**src/rtl/rv_fetch_pkg.sv**
```systemverilog
// rv_fetch_pkg: shared types and constants for the instruction fetch stage.
package rv_fetch_pkg;
    typedef struct packed {
        logic [31:0] pc;
        logic [31:0] inst;
        logic        fault;
    } fetch_entry_t;
    localparam logic [31:0] NOP_INST = 32'h0000_0013;
endpackage

```
**src/rtl/fetch_fifo.sv**
```systemverilog
// fetch_fifo: prefetch FIFO with flush; wrapping pointers carry an extra MSB
// so that full and empty are distinguishable without a separate counter.
module fetch_fifo
    import rv_fetch_pkg::*;
#(
    parameter int  DEPTH = 4,
    parameter type T     = fetch_entry_t
) (
    input  logic                     clk,
    input  logic                     reset_n,
    input  logic                     push,
    input  logic                     pop,
    input  logic                     flush,
    input  T                         din,
    output T                         dout,
    output logic                     full,
    output logic [$clog2(DEPTH):0]   count
);
    localparam int AW = $clog2(DEPTH);
    localparam logic [AW:0] ONE = (AW+1)'(1);
    logic [AW:0] wr_ptr, rd_ptr;
    T mem [DEPTH];
    always_ff @(posedge clk or negedge reset_n) begin
        if (!reset_n) begin
            wr_ptr <= '0;
            rd_ptr <= '0;
        end else if (flush) begin
            wr_ptr <= '0;
            rd_ptr <= '0;
        end else begin
            if (push) wr_ptr <= wr_ptr + ONE;
            if (pop) rd_ptr <= rd_ptr + ONE;
        end
    end
    // Push+pop when full writes the slot being read this cycle; the read data is sampled first.
    always_ff @(posedge clk) begin
        if (push && !flush) mem[wr_ptr[AW-1:0]] <= din;
    end
    assign dout  = mem[rd_ptr[AW-1:0]];
    assign count = wr_ptr - rd_ptr;
    assign full  = count == (AW+1)'(DEPTH);
endmodule

```
**src/rtl/inst_fetch_buffer.sv**
```systemverilog
// inst_fetch_buffer: fetch PC, combinational ROM lookup, fault tagging and a
// prefetch FIFO feeding decode over valid/ready; redirects flush and restart fetch.
module inst_fetch_buffer
    import rv_fetch_pkg::*;
#(
    parameter int          DEPTH     = 4,
    parameter logic [31:0] RESET_PC  = 32'h0000_0000,
    parameter logic [31:0] ROM_BASE  = 32'h0000_0000,
    parameter int          ROM_WORDS = 512
) (
    input  logic        clk,
    input  logic        reset_n,
    output logic [11:0] rom_addr,
    input  logic [31:0] rom_inst,
    input  logic        redirect_valid,
    input  logic [31:0] redirect_pc,
    output logic        if_valid,
    input  logic        if_ready,
    output logic [31:0] if_pc,
    output logic [31:0] if_inst,
    output logic        if_fault
);
    localparam logic [32:0] ROM_BYTES = 33'(ROM_WORDS) * 33'd4;
    logic [31:0] fetch_pc, offset;
    logic fault, push, pop, full;
    logic [$clog2(DEPTH):0] count;
    fetch_entry_t head, tail;
    assign offset   = fetch_pc - ROM_BASE;
    assign fault    = ({1'b0, offset} >= ROM_BYTES) || (fetch_pc[1:0] != 2'b00);
    assign rom_addr = {offset[11:2], 2'b00};
    assign tail     = '{pc: fetch_pc, inst: fault ? NOP_INST : rom_inst, fault: fault};
    assign if_valid = (count != '0) && !redirect_valid;
    assign pop      = if_valid && if_ready;
    assign push     = !redirect_valid && (!full || pop);
    assign if_pc    = if_valid ? head.pc : '0;
    assign if_inst  = if_valid ? head.inst : '0;
    assign if_fault = if_valid && head.fault;
    always_ff @(posedge clk or negedge reset_n) begin
        if (!reset_n) fetch_pc <= RESET_PC;
        else if (redirect_valid) fetch_pc <= redirect_pc;
        else if (push) fetch_pc <= fetch_pc + 32'd4;
    end
    fetch_fifo #(.DEPTH(DEPTH), .T(fetch_entry_t)) u_fifo (
        .clk     (clk),
        .reset_n (reset_n),
        .push    (push),
        .pop     (pop),
        .flush   (redirect_valid),
        .din     (tail),
        .dout    (head),
        .full    (full),
        .count   (count)
    );
endmodule

```
**config.mk**
```make
export PLATFORM = sky130hd
export DESIGN_NAME = inst_fetch_buffer
export DESIGN_NICKNAME = d
export VERILOG_FILES = /design/src/rtl/rv_fetch_pkg.sv /design/src/rtl/fetch_fifo.sv /design/src/rtl/inst_fetch_buffer.sv
export SDC_FILE = /design/constraint.sdc
export NUM_CORES = 1
export LEC_CHECK = 0
export BUFFER_PORTS_ARGS = -buffer_cell sky130_fd_sc_hd__buf_2
export CORE_MARGIN = 2
export CORE_UTILIZATION = 40
export DETAILED_ROUTE_END_ITERATION = 12
export PLACE_DENSITY = 0.58
export SETUP_SLACK_MARGIN = 0.1
export SYNTH_ARGS = -nofsm -noshare
export SYNTH_HDL_FRONTEND = slang
export SYNTH_SLANG_ARGS = --single-unit
```
**constraint.sdc**
```tcl
create_clock -name clk -period 10.47 [get_ports clk]
set_input_delay 0 -clock clk [delete_from_list [all_inputs] [get_ports clk]]
set_output_delay 0 -clock clk [all_outputs]
set_load 0.05 [all_outputs]
```
* Word-level counts from Yosys, hierarchy flattened
Memories as Yosys holds them, arrays and structs flattened.
Cells that the tools add are included.
** Operators by class
- Mux-type cells :: 11
- Add/subtract/negate cells :: 4
- Eq/ne operators :: 1
- Order comparisons :: 1
- Reductions and logical operators :: 13
** Operators with widths (count)
- $mux 32 :: 5
- $add 32x3->32 const B :: 1
- $ge 32x12->1 const B :: 1
- $mux 3 :: 4
- $add 3x1->3 const B :: 2
- $reduce_bool 2->1 :: 3
- $logic_and 1x1->1 :: 5
- $eq 3x3->1 const B :: 1
- $reduce_bool 3->1 :: 1
- $sub 3x3->3 :: 1
- $logic_not 1->1 :: 2
- $logic_or 1x1->1 :: 2
- $mux 1 :: 2
** Storage, ports and cells
- Bits in registers :: 38
- Memory bits (writable) :: 260
- Memories kept :: 1
** Memories
- u_fifo.mem :: depth 4, bits a word 65, read ports 1, clocked after Yosys merged registers in 0, write ports 1, RTL line fetch_fifo.sv:22 : T mem [DEPTH];

* Logic depth before layout (Yosys ltp)
Gate-level depths: netlist of the first run.
- Depth in word-level cells :: 9
- Mapped depth :: 10

* By module
Synthesis of the first run repeated with hierarchy kept, for this count alone.
** Second synthesis, totals
- Cell total of the unflattened synthesis :: 710
- Area total of the unflattened synthesis :: 12445.7 um^2
** Modules (own cells, without submodules)
- fetch_fifo :: cells each 380, times used 1, seq. area each 7957.6 um^2, area an instance 9804.4 um^2
- inst_fetch_buffer :: cells each 330, times used 1, seq. area each 800.8 um^2, area an instance 2641.3 um^2

* Worst setup path after synthesis of the first run
OpenSTA, ideal clock, no wires.
- Path type :: flip-flop to flip-flop
- Start point :: register u_fifo.rd_ptr[1]
- End point :: memory u_fifo.mem[0][0] (netlist bit), enable pin
- Path slack :: 2.966 ns
- Stages on the path, launching flop included :: 9
- Data required time :: 9.888 ns
- Library setup time :: 0.582 ns
- Arrival :: 6.922 ns
- Cells stage by stage :: dfrtp_1 > buf_1 > buf_1 > inv_1 > ha_1 > and2b_1 > xor2_2 > nor2_1 > nor3b_1
** Between the ends
- Word-level cells in the longest chain between the ends :: 9
- Elaborated cells on any way between the ends :: 11
** Ends and longest elaborated chain
- start, declared :: RTL line fetch_fifo.sv:21 : logic [AW:0] wr_ptr, rd_ptr;
- start signal, assigned :: RTL line fetch_fifo.sv:32 : if (pop) rd_ptr <= rd_ptr + ONE;
- $sub 3x3->3 (*) :: RTL line fetch_fifo.sv:40 : assign count = wr_ptr - rd_ptr;
- $reduce_bool 3->1 :: RTL line inst_fetch_buffer.sv:32 : assign if_valid = (count != '0) && !redirect_valid;
- $logic_and 1x1->1 :: RTL line inst_fetch_buffer.sv:32
- $logic_and 1x1->1 :: RTL line inst_fetch_buffer.sv:33 : assign pop = if_valid && if_ready;
- $logic_or 1x1->1 (*) :: RTL line inst_fetch_buffer.sv:34 : assign push = !redirect_valid && (!full || pop);
- $logic_and 1x1->1 (*) :: RTL line inst_fetch_buffer.sv:34
- $logic_and 1x1->1 (*) :: RTL line fetch_fifo.sv:37 : if (push && !flush) mem[wr_ptr[AW-1:0]] <= din;
- $mux 1 (*) :: RTL line fetch_fifo.sv:37
- $mux 1 (implied by the code) (*) :: RTL line fetch_fifo.sv:37
- end, declared :: RTL line fetch_fifo.sv:22
Every way passes the cells marked *; elsewhere a longest branch is shown, timed or not.

* Worst setup path after layout of the first run
- Start point :: register u_fifo.rd_ptr[1]
- End point :: memory u_fifo.mem[0][36] (netlist bit), enable pin
The elaborated chain is that of the path after synthesis.

==> summary.md, run 1 <==
| Metric | Value |
|---|---|
| Placeable core region | `0.03083 mm^2` |
| Number of nets with antenna violations after detailed routing | `0` |
| Clock tree from TritonCTS | `built` |
| Average routed wire per standard cell | `20.08 um` |
| Net switching power | `1.322 mW` |
| Root Driver | `sky130_fd_sc_hd__clkbuf_16` |
| Worst setup path category | `flop to flop` |
| Clock insertion delay at the later pin of the skew report | `0.56 ns` |
| Routability congestion estimate from global placement | `0.7343` |
| Net switching fraction of the power | `0.3490` |
| Number of hold violations in the final report | `0` |
| Launching element type of the critical path | `flop` |
| Power density over cell area | `247.2 mW/mm^2` |
| Hold buffers post-CTS | `66` |
| Ant. Diodes | `0` |
| Total number of vias | `6894` |
| Pin count of the biggest net entering global routing | `69` |
| Final global-route overflow total | `0` |
| Antenna violations before repair | `1` |
| Number of standard cells in the layout, taps in and fillers out | `1344` |
| Number of buffers inserted during clock tree synthesis | `30` |
| Number of iterations in the first detailed-routing pass | `6` |
| Clock sink count | `298` |
| Synthesized area per cell | `17.42 um^2` |
| Kind of path behind the tightest hold check | `primary input to flop` |
| Cell area after technology mapping | `0.01259 mm^2` |
| Dominant cells by area after synthesis | `sky130_fd_sc_hd__edfxtp_1, sky130_fd_sc_hd__mux4_2, sky130_fd_sc_hd__dfrtp_1` |
| Chip Width | `181.4 um` |
| Fraction of layout instances using a drive strength above 1 | `0.3027` |
| Synthesized flop and latch total | `298` |
| CP arrival | `4.90 ns` |
| Number of instances resized during post-cts repair | `0` |
| Number of max-cap violations | `0` |
| Synthesized instance count | `723` |
| Post-DR vias/cell | `5.129` |
| Total internal power | `2.466 mW` |
| Port-buffer cells | `143` |
| Post-CTS Repair Setup Buffers | `0` |
| Final setup violating endpoints | `0` |
| Library cell occupying the most area in the post-synthesis netlist | `sky130_fd_sc_hd__edfxtp_1` |
| Number of global-route vias before repair | `7230` |
| Total of warnings raised by yosys | `0` |
| Area share of the leading cell type in the synthesized netlist | `0.6200` |
| Overall track demand over capacity in global routing | `0.1647` |
| Deepest clock path buffer count | `3` |
| Initial cell density of the core | `0.4085` |
| Result of the run | `finished clean` |
| Nets | `1004` |
| Count of filler cells inserted in the layout | `2596` |
| Clock Power Share | `0.280` |
| Total design power | `3.788 mW` |
| Fmax | `211.8 MHz` |
| Type of element capturing the critical path | `flop` |
| Final setup TNS | `0 ns` |
| Slew at the pin closest to its max-slew limit | `1.066 ns` |
| Core utilization of the finished layout | `0.4971` |
| Post-synth cell types | `51` |
| Clock Skews | `0.01853 ns` |
| Initial DRC Count | `526` |
| Wire length of the first global-routing pass | `41920 um` |
| Area growth syn-to-layout | `21.69%` |
| Sequential element share of the synthesized area | `0.6955` |
| Row count | `64` |
| Number of enable flip-flop cells after synthesis | `260` |
| Post-route design area | `0.01532 mm^2` |
| Cell Count Post-Placement | `1225` |
| Leakage Power | `5.378 nW` |
| Maximum vdd drop | `0.1357 mV` |
| Number of top-level pins | `146` |
| Post-DP Area | `0.01367 mm^2` |
| RSZ-0062 raised after global routing | `no` |
| Final period util | `0.4509` |
| Post-synth ARST share | `0.1275` |
| Most used flip-flop cell after synthesis | `sky130_fd_sc_hd__edfxtp_1` |
| Post-detailed-placement half-perimeter wirelength | `16110 um` |
| Worst slew slack as a fraction of its limit | `0.2860` |
| Max H-tree Level | `1` |
| Floorplan die area | `0.03292 mm^2` |
| Data required time of the critical path | `10.65 ns` |
| Final max-slew violation count | `0` |
| Share of total power in sequential cells | `0.423` |
| Combinational group share of total power | `0.297` |
| Crit Path Max Fanout | `68` |
| Final routed DRC violation total | `0` |
| Clock period minus worst slack | `4.721 ns` |
| Total Routed Length | `26990 um` |
| Die height | `181.4 um` |
| Clock transition at the registers of the reported paths | `0.06 ns` |
## registers in the layout, summed over array words and instances, names as in the netlist
name	flops
u_fifo.rd_ptr	3
u_fifo.wr_ptr	3
fetch_pc	32
u_fifo.mem	260
## final timing paths
path | startpoint | to | slack [ns] | cells after the start
setup / recovery | u_fifo.rd_ptr[1] | u_fifo.mem[0][36] | 5.75 | 7
hold / removal | redirect_valid | u_fifo.wr_ptr[2] | 0.09 | 3
setup reg to reg | u_fifo.rd_ptr[1] | u_fifo.mem[0][36] | 5.75 | 7
hold reg to reg | u_fifo.wr_ptr[1] | u_fifo.wr_ptr[1] | 0.61 | 2
max in group asynchronous | reset_n | u_fifo.rd_ptr[0] | 9.62 | 2
min in group asynchronous | reset_n | fetch_pc[5] | 0.14 | 2
## power groups by stage
stage                     logic (mW)  clock network (mW)  registers [mW]
after CTS                       1.15                1.09            1.61
after global placement          1.12                   0            1.63
after floorplan                0.916                   0            1.56
after global routing            1.20                1.13            1.63
final                           1.13                1.06            1.60
after detailed placement        1.13                   0            1.63
## cell type report
type | count | area [um^2] | area share
well taps | 396 | 495.5 | 0.03233
inverters | 10 | 37.54 | 0.002449
clock buffers | 31 | 754.5 | 0.04923
multi-input cells | 368 | 3583 | 0.2338
flip-flops and latches | 298 | 8766 | 0.5720
repair buffers | 219 | 1451 | 0.09471
clock inverters | 22 | 236.5 | 0.01543
## cell usage in the layout, fill, tap and decap left out, types with 4 or more instances in the layout
cell type / synthesis / layout
sky130_fd_sc_hd__a2111oi_2: 4 / 4
sky130_fd_sc_hd__and2_1: 32 / 32
sky130_fd_sc_hd__and2b_1: 17 / 17
sky130_fd_sc_hd__and4_1: 6 / 6
sky130_fd_sc_hd__buf_2: 7 / 143
sky130_fd_sc_hd__buf_4: 12 / 10
sky130_fd_sc_hd__bufinv_16: 0 / 4
sky130_fd_sc_hd__clkbuf_16: 0 / 30
sky130_fd_sc_hd__clkinv_1: 1 / 9
sky130_fd_sc_hd__clkinv_2: 0 / 5
sky130_fd_sc_hd__dfrtp_1: 38 / 36
sky130_fd_sc_hd__dlygate4sd3_1: 0 / 66
sky130_fd_sc_hd__edfxtp_1: 260 / 260
sky130_fd_sc_hd__ha_1: 9 / 9
sky130_fd_sc_hd__inv_1: 9 / 9
sky130_fd_sc_hd__mux2_2: 4 / 4
sky130_fd_sc_hd__mux4_2: 65 / 65
sky130_fd_sc_hd__nand2_1: 37 / 37
sky130_fd_sc_hd__nand3_1: 4 / 4
sky130_fd_sc_hd__nand4_1: 7 / 7
sky130_fd_sc_hd__nor2_1: 13 / 11
sky130_fd_sc_hd__nor2b_1: 49 / 49
sky130_fd_sc_hd__nor3_1: 4 / 4
sky130_fd_sc_hd__nor4_1: 7 / 7
sky130_fd_sc_hd__o2111ai_1: 10 / 10
sky130_fd_sc_hd__o21ai_0: 26 / 26
sky130_fd_sc_hd__o21ai_1: 4 / 4
sky130_fd_sc_hd__or3_1: 4 / 4
sky130_fd_sc_hd__xnor2_1: 16 / 16
sky130_fd_sc_hd__xor2_1: 13 / 13
## stage by stage
step / setup WS, ns / hold WS, ns
6_report: 5.749 / 0.08876
5_1_grt: 5.401 / 0.1159
3_5_place_dp: 5.679 / 0.1812
4_1_cts: 5.656 / 0.06329
2_1_floorplan: 2.966 / -0.2956
3_3_place_gp: 5.721 / 0.1875
## critical path: stages, from the launching register on
cell and delay, ns:
sky130_fd_sc_hd__dfrtp_4 1.11, sky130_fd_sc_hd__inv_1 0.12, sky130_fd_sc_hd__ha_1 0.23, sky130_fd_sc_hd__and2b_1 0.28
sky130_fd_sc_hd__xor2_2 0.68, sky130_fd_sc_hd__nor2_1 0.35, sky130_fd_sc_hd__nor3b_2 0.73, sky130_fd_sc_hd__buf_4 0.79
## cell families (layout without fill, tap and decap cells)
group	Yosys count	in the layout	share of synthesized area
buffers and inverters	58	282	0.02285
AND/OR/NAND/NOR	188	188	0.08634
adder cells (fa/ha/maj)	9	9	0.008942
flip-flops	298	298	0.6955
XOR/XNOR	32	32	0.02494
other	1	2	0.0002978
multiplexers	71	71	0.1214
AO/OA/AOI/OAI	66	66	0.03974
## routing by layer
layer,share of wire,GRT usage,wire (um),up-vias
li1,-,-,-,3203
met1,0.47,0.2333,12650,3471
met2,0.48,0.2739,12850,185
met3,0.040,0.02467,1090,35
met5,0,0,0,-
met4,0.015,0.03252,396,0
## cells in the mapped netlist (4+ instances only)
cell                          n
sky130_fd_sc_hd__nand4_1      7
sky130_fd_sc_hd__nor2b_1     49
sky130_fd_sc_hd__or3_1        4
sky130_fd_sc_hd__o2111ai_1   10
sky130_fd_sc_hd__and2_1      32
sky130_fd_sc_hd__a2111oi_2    4
sky130_fd_sc_hd__xnor2_1     16
sky130_fd_sc_hd__o21ai_0     26
sky130_fd_sc_hd__and2b_1     17
sky130_fd_sc_hd__clkbuf_1    21
sky130_fd_sc_hd__nand2_1     37
sky130_fd_sc_hd__ha_1         9
sky130_fd_sc_hd__nor4_1       7
sky130_fd_sc_hd__and4_1       6
sky130_fd_sc_hd__mux4_2      65
sky130_fd_sc_hd__o21ai_1      4
sky130_fd_sc_hd__nand3_1      4
sky130_fd_sc_hd__buf_4       12
sky130_fd_sc_hd__buf_1        5
sky130_fd_sc_hd__buf_2        7
sky130_fd_sc_hd__dfrtp_1     38
sky130_fd_sc_hd__nor2_1      13
sky130_fd_sc_hd__xor2_1      13
sky130_fd_sc_hd__nor3_1       4
sky130_fd_sc_hd__edfxtp_1   260
sky130_fd_sc_hd__inv_1        9
sky130_fd_sc_hd__mux2_2       4
Note: power is estimated with default switching activity, not from simulation.
==> run 2, diff against run 1 <==
--- a/config.mk
+++ b/config.mk
@@ -5,11 +5,12 @@
 export SDC_FILE = /design/constraint.sdc
 export NUM_CORES = 1
 export LEC_CHECK = 0
+export ABC_AREA = 1
 export BUFFER_PORTS_ARGS = -buffer_cell sky130_fd_sc_hd__buf_2
 export CORE_MARGIN = 2
 export CORE_UTILIZATION = 40
 export DETAILED_ROUTE_END_ITERATION = 12
-export PLACE_DENSITY = 0.58
+export PLACE_DENSITY = 0.6
 export SETUP_SLACK_MARGIN = 0.1
 export SYNTH_ARGS = -nofsm -noshare
 export SYNTH_HDL_FRONTEND = slang
==> constraint.sdc (replaced) <==
create_clock -name clk -period 4.2 [get_ports clk]
set_input_delay 0 -clock clk [delete_from_list [all_inputs] [get_ports clk]]
set_output_delay 0 -clock clk [all_outputs]
set_load 0.05 [all_outputs]
==> run 2 against run 1 <==
Global-route usage up 2.9 points. Synthesized cell count rose by 84%. Core utilization fell by 0.28 points. Largest power group is now combinational logic. Highest routed layer is now met5.
==> summary.md, run 2 <==
| Metric | Value |
|---|---|
| Result of the run | `finished clean` |
| Max H-tree Level | `2 (+1)` |
| Ant. Diodes | `0 (unchanged)` |
| Post-synth cell types | `32 (-37%)` |
| Number of top-level pins | `146 (unchanged)` |
| Leakage Power | `6.413 nW (+19%)` |
| Number of enable flip-flop cells after synthesis | `260 (unchanged)` |
| Final routed DRC violation total | `0 (unchanged)` |
| Count of filler cells inserted in the layout | `2999 (+16%)` |
| Final setup TNS | `0 ns (unchanged)` |
| Synthesized area per cell | `10.02 um^2 (-42%)` |
| Final global-route overflow total | `0 (unchanged)` |
| Number of max-cap violations | `0 (unchanged)` |
| Port-buffer cells | `143 (unchanged)` |
| Most used cells in the layout excluding fill and tap cells | `sky130_fd_sc_hd__nor2_1, sky130_fd_sc_hd__edfxtp_1, sky130_fd_sc_hd__nand2_1` |
| Root Driver | `sky130_fd_sc_hd__clkbuf_16` |
| Number of iterations in the first detailed-routing pass | `7 (+1)` |
| Library cell occupying the most area in the post-synthesis netlist | `sky130_fd_sc_hd__edfxtp_1` |
| Clock tree from TritonCTS | `built` |
| Fin worst setup slack | `0.8252 ns (-4.923 ns)` |
| Type of element capturing the critical path | `output port` |
| Worst setup path category | `flop to output port` |
| Nets | `1596 (+59%)` |
| Slew at the pin closest to its max-slew limit | `1.158 ns (+0.09256 ns)` |
| Maximum vdd drop | `0.4294 mV (+220%)` |
| Power density over cell area | `780.6 mW/mm^2 (+220%)` |
| Die height | `186.7 um (+2.9%)` |
| Crit Path Max Fanout | `121 (+78%)` |
| Most used flip-flop cell after synthesis | `sky130_fd_sc_hd__edfxtp_1` |
| Clock period minus worst slack | `3.375 ns` |
| Chip Width | `186.7 um (+2.9%)` |
| Initial DRC Count | `731 (+39%)` |
| Cell area after technology mapping | `0.01335 mm^2 (+6.0%)` |
| Post-synth ARST share | `0.1275 (unchanged)` |
| Synthesized instance count | `1332 (+84%)` |
| Routability congestion estimate from global placement | `0.8945 (+22%)` |
| Fraction of layout instances using a drive strength above 1 | `0.1528 (-0.1500)` |
| CP arrival | `3.37 ns (-1.53 ns)` |
| Data required time of the critical path | `4.20 ns (-6.45 ns)` |
| Average routed wire per standard cell | `17.04 um (-15%)` |
| RSZ-0062 raised after global routing | `no` |
| Clock transition at the registers of the reported paths | `0.06 ns (about the same)` |
| Post-CTS Repair Setup Buffers | `0 (unchanged)` |
| Most numerous cell types in the synthesized netlist | `sky130_fd_sc_hd__nor2_1, sky130_fd_sc_hd__edfxtp_1, sky130_fd_sc_hd__nand2_1, sky130_fd_sc_hd__o21ai_0, sky130_fd_sc_hd__inv_1` |
| Clock insertion delay at the later pin of the skew report | `0.51 ns (-0.05 ns)` |
| Final max-slew violation count | `0 (unchanged)` |
| Initial cell density of the core | `0.4082 (about the same)` |
| Pin count of the biggest net entering global routing | `122 (+77%)` |
| Number of global-route vias before repair | `9653 (+34%)` |
| Most frequent cell after synthesis | `sky130_fd_sc_hd__nor2_1` |
| Number of instances resized during post-cts repair | `0 (unchanged)` |
| Total of warnings raised by yosys | `0 (unchanged)` |
| Row count | `66 (+3.1%)` |
| Final period util | `0.8035` |
| Floorplan die area | `0.03485 mm^2 (+5.9%)` |
| Wire length of the first global-routing pass | `53620 um (+28%)` |
| Post-detailed-placement half-perimeter wirelength | `19660 um (+22%)` |
| Kind of path behind the tightest hold check | `primary input to flop` |
| Number of hold violations in the final report | `0 (unchanged)` |
| Number of buffers inserted during clock tree synthesis | `34 (+13%)` |
| Hold buffers post-CTS | `68 (+3.0%)` |
| Flip-flop count of the largest register, all copies and words added | `260 (unchanged)` |
| Area growth syn-to-layout | `21.10%` |
| Place WS | `1.339 ns (-4.341 ns)` |
| Final setup violating endpoints | `0 (unchanged)` |
| Antenna violations before repair | `1 (unchanged)` |
| Most common library cell in the layout ignoring fill and taps | `sky130_fd_sc_hd__nor2_1` |
| Placeable core region | `0.03270 mm^2 (+6.1%)` |
| Dominant cells by area after synthesis | `sky130_fd_sc_hd__edfxtp_1, sky130_fd_sc_hd__nor2_1, sky130_fd_sc_hd__dfrtp_1` |
| Total Routed Length | `33860 um (+25%)` |
| Overall track demand over capacity in global routing | `0.1942 (+0.02946)` |
| Clock Skews | `0.02137 ns (+0.002841 ns)` |
| Launching element type of the critical path | `flop` |
| Worst slew slack as a fraction of its limit | `0.2277 (-0.05821)` |
| Fmax | `296.3 MHz` |
| Sequential element share of the synthesized area | `0.6562 (-0.03931)` |
| Number of nets with antenna violations after detailed routing | `0 (unchanged)` |
| Area share of the leading cell type in the synthesized netlist | `0.5849 (-0.03504)` |
| Synthesized flop and latch total | `298 (unchanged)` |
| Total number of vias | `9898 (+44%)` |
| Clock sink count | `298 (unchanged)` |
| Post-DR vias/cell | `4.981 (-2.9%)` |
| Deepest clock path buffer count | `3 (unchanged)` |
## run 2: changes by cell type in the layout (fill, tap and decap cells not counted), moves of 10 or more
cell,previous run,this run
sky130_fd_sc_hd__nor2_1,11,350
sky130_fd_sc_hd__nand2_1,37,195
sky130_fd_sc_hd__o21ai_0,26,138
sky130_fd_sc_hd__inv_1,9,82
sky130_fd_sc_hd__mux4_2,65,0
sky130_fd_sc_hd__a21oi_1,3,67
sky130_fd_sc_hd__nor2b_1,49,0
sky130_fd_sc_hd__nand3_1,4,52
sky130_fd_sc_hd__and2_1,32,0
sky130_fd_sc_hd__and2b_1,17,0
sky130_fd_sc_hd__xnor2_1,16,3
sky130_fd_sc_hd__clkbuf_1,1,13
sky130_fd_sc_hd__o2111ai_1,10,0
## run 2: layout make-up
class	count	area, um^2	share of cell area
clock buffers	48	924.6	0.05720
clock inverters	14	140.1	0.008669
inverters	87	330.3	0.02043
multi-input cells	872	3894	0.2409
flip-flops and latches	298	8763	0.5421
well taps	442	553.0	0.03421
repair buffers	226	1559	0.09645
## run 2: worst paths after layout
path,from,endpoint,slack (ns),cells past startpoint
min in group asynchronous,reset_n,fetch_pc[24],0.20,2
hold reg to reg,u_fifo.wr_ptr[0],u_fifo.wr_ptr[0],0.54,1
setup reg to reg,u_fifo.wr_ptr[1],u_fifo.mem[0][26],1.36,9
max in group asynchronous,reset_n,u_fifo.rd_ptr[0],3.26,2
setup / recovery,u_fifo.rd_ptr[0],if_pc[14],0.83,6
hold / removal,redirect_valid,fetch_pc[17],0.02,4
## run 2: stage by stage
stage               total power, mW  hold WS, ns  instances  utilization  cell area (um^2)
floorplan                     8.448      -0.2956       1333            -             13350
global placement              9.807       0.1912       1857       0.4409             14420
detailed placement            9.863       0.2137       1857       0.4409             14420
CTS                           12.74      0.01023       1987       0.4943             16160
global route                  13.39      0.03469       1987       0.4943             16160
finish                        12.62      0.01798       1987       0.4943             16160
## run 2: where the power goes
part           switching, mW  leakage [nW]  internal [mW]
clock network           1.14         0.517           1.67
registers              0.497          2.82           4.09
logic                   4.00          3.08           1.21
## run 2: per-layer routing
| layer | vias to the layer above | share of wire | GRT usage |
|---|---|---|---|
| li1 | 4842 | - | - |
| met1 | 4718 | 0.46 | 0.2778 |
| met2 | 303 | 0.47 | 0.3147 |
| met3 | 33 | 0.057 | 0.03009 |
| met4 | 2 | 0.012 | 0.04029 |
| met5 | - | 0.00038 | 0 |
## run 2: worst max-delay path, stage by stage, from the launching register on
cell,delay (ns)
sky130_fd_sc_hd__dfrtp_4,0.47
sky130_fd_sc_hd__buf_4,0.31
sky130_fd_sc_hd__clkinv_2,0.18
sky130_fd_sc_hd__buf_4,0.86
sky130_fd_sc_hd__o21ai_0,0.22
sky130_fd_sc_hd__a21oi_1,0.39
sky130_fd_sc_hd__buf_2,0.35
## run 2: logic make-up after synthesis
logic type / Yosys count / share of synthesized area
flip-flops: 298 / 0.6562
XOR/XNOR: 8 / 0.005250
other: 1 / 0.0002809
adder cells (fa/ha/maj): 9 / 0.008437
buffers and inverters: 163 / 0.05484
AO/OA/AOI/OAI: 222 / 0.08558
AND/OR/NAND/NOR: 631 / 0.1894
==> run 3, diff against run 2 <==
--- a/config.mk
+++ b/config.mk
@@ -10,7 +10,7 @@
 export CORE_MARGIN = 2
 export CORE_UTILIZATION = 40
 export DETAILED_ROUTE_END_ITERATION = 12
-export PLACE_DENSITY = 0.6
+export PLACE_DENSITY = 0.58
 export SETUP_SLACK_MARGIN = 0.1
 export SYNTH_ARGS = -nofsm -noshare
 export SYNTH_HDL_FRONTEND = slang
==> constraint.sdc (replaced) <==
create_clock -name clk -period 3.5 [get_ports clk]
set_input_delay 0 -clock clk [delete_from_list [all_inputs] [get_ports clk]]
set_output_delay 0 -clock clk [all_outputs]
set_load 0.05 [all_outputs]
==> run 3 against run 2 <==
Clock skew down 0.0075 ns. Power up 20%. Clock power up 17%. Wire length down 1.5%. Core utilization up 0.10 points. First-iteration DRC count up 21%. Final cell count up 0.20%. Global-route usage down 0.55 points. Critical endpoint is now if_pc[1].
==> summary.md, run 3 (synthesized netlist as in run 2, its figures left out) <==
| Metric | Value |
|---|---|
| Result of the run | `finished clean` |
| Clock transition at the registers of the reported paths | `0.06 ns (about the same)` |
| Post-DP Area | `0.01446 mm^2 (+0.26%)` |
| Length of routed wiring on met1 | `15370 um (-1.0%)` |
| HP Start | `redirect_valid` |
| Ant. Diodes | `0 (unchanged)` |
| Worst reg2reg path endpoint | `u_fifo.mem[0][17]` |
| Number of max-cap violations | `0 (unchanged)` |
| Final max-slew violation count | `0 (unchanged)` |
| Type of element capturing the critical path | `output port` |
| Fin worst setup slack | `0.4956 ns (-0.3296 ns)` |
| Most used cells in the layout excluding fill and tap cells | `sky130_fd_sc_hd__nor2_1, sky130_fd_sc_hd__edfxtp_1, sky130_fd_sc_hd__nand2_1` |
| Most common library cell in the layout ignoring fill and taps | `sky130_fd_sc_hd__nor2_1` |
| Number of buffers inserted during clock tree synthesis | `31 (-8.8%)` |
| Clock insertion delay at the later pin of the skew report | `0.55 ns (+0.04 ns)` |
| Wire length of the first global-routing pass | `52500 um (-2.1%)` |
| Port-buffer cells | `143 (unchanged)` |
| Final setup violating endpoints | `0 (unchanged)` |
| Place WS | `0.8410 ns (-0.4976 ns)` |
| Number of global-route vias before repair | `9412 (-2.5%)` |
| Number of standard cells in the layout, taps in and fillers out | `1991 (+0.20%)` |
| Net switching power | `6.722 mW (+19%)` |
| Max H-tree Level | `1 (-1)` |
| Clock period minus worst slack | `3.004 ns` |
| Root Driver | `sky130_fd_sc_hd__clkbuf_16` |
| Clock Skews | `0.01387 ns (-0.007499 ns)` |
| Clock Power Share | `0.217 (-0.006)` |
| Top sig layer | `met4` |
| Length of routed met3 wiring | `1976 um (+2.9%)` |
| Maximum vdd drop | `0.4870 mV (+13%)` |
| Launching element type of the critical path | `flop` |
| RSZ-0062 raised after global routing | `no` |
| Row count | `66 (unchanged)` |
| Clock tree from TritonCTS | `built` |
| Fmax | `332.8 MHz` |
| Floorplan die area | `0.03485 mm^2 (unchanged)` |
| Post-DR vias/cell | `4.928 (-1.1%)` |
| Nets | `1601 (+0.31%)` |
| Area growth syn-to-layout | `21.34%` |
| Clock sink count | `298 (unchanged)` |
| Combinational group share of total power | `0.420 (+0.007)` |
| Worst flop-to-flop path startpoint | `u_fifo.wr_ptr[1]` |
| Data required time of the critical path | `3.50 ns (-0.70 ns)` |
| Final setup TNS | `0 ns (unchanged)` |
| Power density over cell area | `933.2 mW/mm^2 (+20%)` |
| Number of top-level pins | `146 (unchanged)` |
| Number of hold violations in the final report | `0 (unchanged)` |
| Total internal power | `8.394 mW (+20%)` |
| Internal reg-to-reg setup slack | `0.87 ns (-0.49 ns)` |
| Final global-route overflow total | `0 (unchanged)` |
| Hold-critical path depth | `5 (+1)` |
| Number of nets with antenna violations after detailed routing | `0 (unchanged)` |
| Chip Width | `186.7 um (unchanged)` |
| Initial cell density of the core | `0.4082 (unchanged)` |
| Crit Path Max Fanout | `86 (-29%)` |
| Routability congestion estimate from global placement | `0.9009 (+0.72%)` |
| Post-detailed-placement half-perimeter wirelength | `19860 um (+1.0%)` |
| Kind of path behind the tightest hold check | `primary input to flop` |
| Flip-flop count of the largest register, all copies and words added | `260 (unchanged)` |
| Deepest clock path buffer count | `3 (unchanged)` |
| Antenna violations before repair | `0 (-1)` |
| FF-to-FF path depth | `9 (unchanged)` |
| Final routed DRC violation total | `0 (unchanged)` |
| Net switching fraction of the power | `0.4447 (-0.002306)` |
| Slew at the pin closest to its max-slew limit | `0.9551 ns (-0.2033 ns)` |
| Total Routed Length | `33360 um (-1.5%)` |
| Initial DRC Count | `887 (+21%)` |
| CP arrival | `3.00 ns (-0.37 ns)` |
| Worst setup path category | `flop to output port` |
| Overall track demand over capacity in global routing | `0.1887 (-0.005482)` |
| Final period util | `0.8584` |
| Total number of vias | `9812 (-0.87%)` |
| Leakage Power | `6.435 nW (+0.34%)` |
| Post-CTS Repair Setup Buffers | `0 (unchanged)` |
| Fraction of layout instances using a drive strength above 1 | `0.1562 (+0.003479)` |
| Pin count of the biggest net entering global routing | `87 (-29%)` |
| Share of total power in sequential cells | `0.363 (about the same)` |
| Cell Count Post-Placement | `1862 (+0.27%)` |
| Worst slew slack as a fraction of its limit | `0.3633 (+0.1355)` |
| Average routed wire per standard cell | `16.76 um (-1.7%)` |
| Met2 routed WL | `15490 um (-3.0%)` |
| Post-route design area | `0.01620 mm^2 (+0.20%)` |
| Hold path endpoint | `fetch_pc[15]` |
| Number of iterations in the first detailed-routing pass | `5 (-2)` |
| Placeable core region | `0.03270 mm^2 (unchanged)` |
| Total design power | `15.12 mW (+20%)` |
| Die height | `186.7 um (unchanged)` |
## run 3: worst max-delay path, cell delays in order, from the launching register on
cell                      delay [ns]
sky130_fd_sc_hd__dfrtp_4        0.42
sky130_fd_sc_hd__buf_4          0.45
sky130_fd_sc_hd__buf_6          0.58
sky130_fd_sc_hd__nor2_1         0.11
sky130_fd_sc_hd__nor2_1         0.11
sky130_fd_sc_hd__o21ai_0        0.10
sky130_fd_sc_hd__a21oi_1        0.29
sky130_fd_sc_hd__buf_2          0.33
## run 3: worst max path at each step
stage,startpoint,cells past startpoint,slack [ns],endpoint
floorplan,u_fifo.rd_ptr[1],10,-0.31,u_fifo.mem[0][0]
global placement,u_fifo.rd_ptr[0],7,0.91,if_pc[1]
detailed placement,u_fifo.wr_ptr[1],9,0.84,u_fifo.mem[0][9]
CTS,u_fifo.rd_ptr[0],7,0.29,if_pc[1]
global route,u_fifo.rd_ptr[0],7,0.29,if_inst[22]
finish,u_fifo.rd_ptr[0],7,0.50,if_pc[1]
## run 3: layer usage
layer | vias to the layer above | track usage
met5 | - | 0
met4 | 0 | 0.04121
met3 | 39 | 0.02464
met2 | 314 | 0.3103
met1 | 4631 | 0.2685
li1 | 4828 | -
## run 3: area by class of cell
| type | count | area, um^2 |
|---|---|---|
| Inverter | 87 | 330.3 |
| Clock inverter | 21 | 227.7 |
| Fill cell | 2998 | 16500 |
| Multi-Input combinational cell | 872 | 3894 |
| Clock buffer | 37 | 798.3 |
| Sequential cell | 298 | 8763 |
| Tap cell | 442 | 553.0 |
| Timing Repair Buffer | 234 | 1630 |
## run 3: what timing repair did
item,CTS,global route
gates resized for setup,0,1
endpoints found under the hold margin,202,0
setup endpoints to repair,0,1
hold buffers,71,0
## run 3: power by group through the flow
stage          Combinational [mW]  Clock, mW  Sequential (mW)
2_1_floorplan                4.77          0             5.35
3_3_place_gp                 6.29          0             5.54
3_5_place_dp                 6.33          0             5.56
4_1_cts                      6.41       3.36             5.49
5_1_grt                      6.90       3.49             5.59
6_report                     6.34       3.28             5.49
## run 3: stage by stage
stage                 util  hold slack, ns
floorplan                -         -0.2956
global placement    0.4421          0.1996
detailed placement  0.4421          0.2014
CTS                 0.4952        0.002943
global route        0.4953         0.07803
finish              0.4953         0.03322
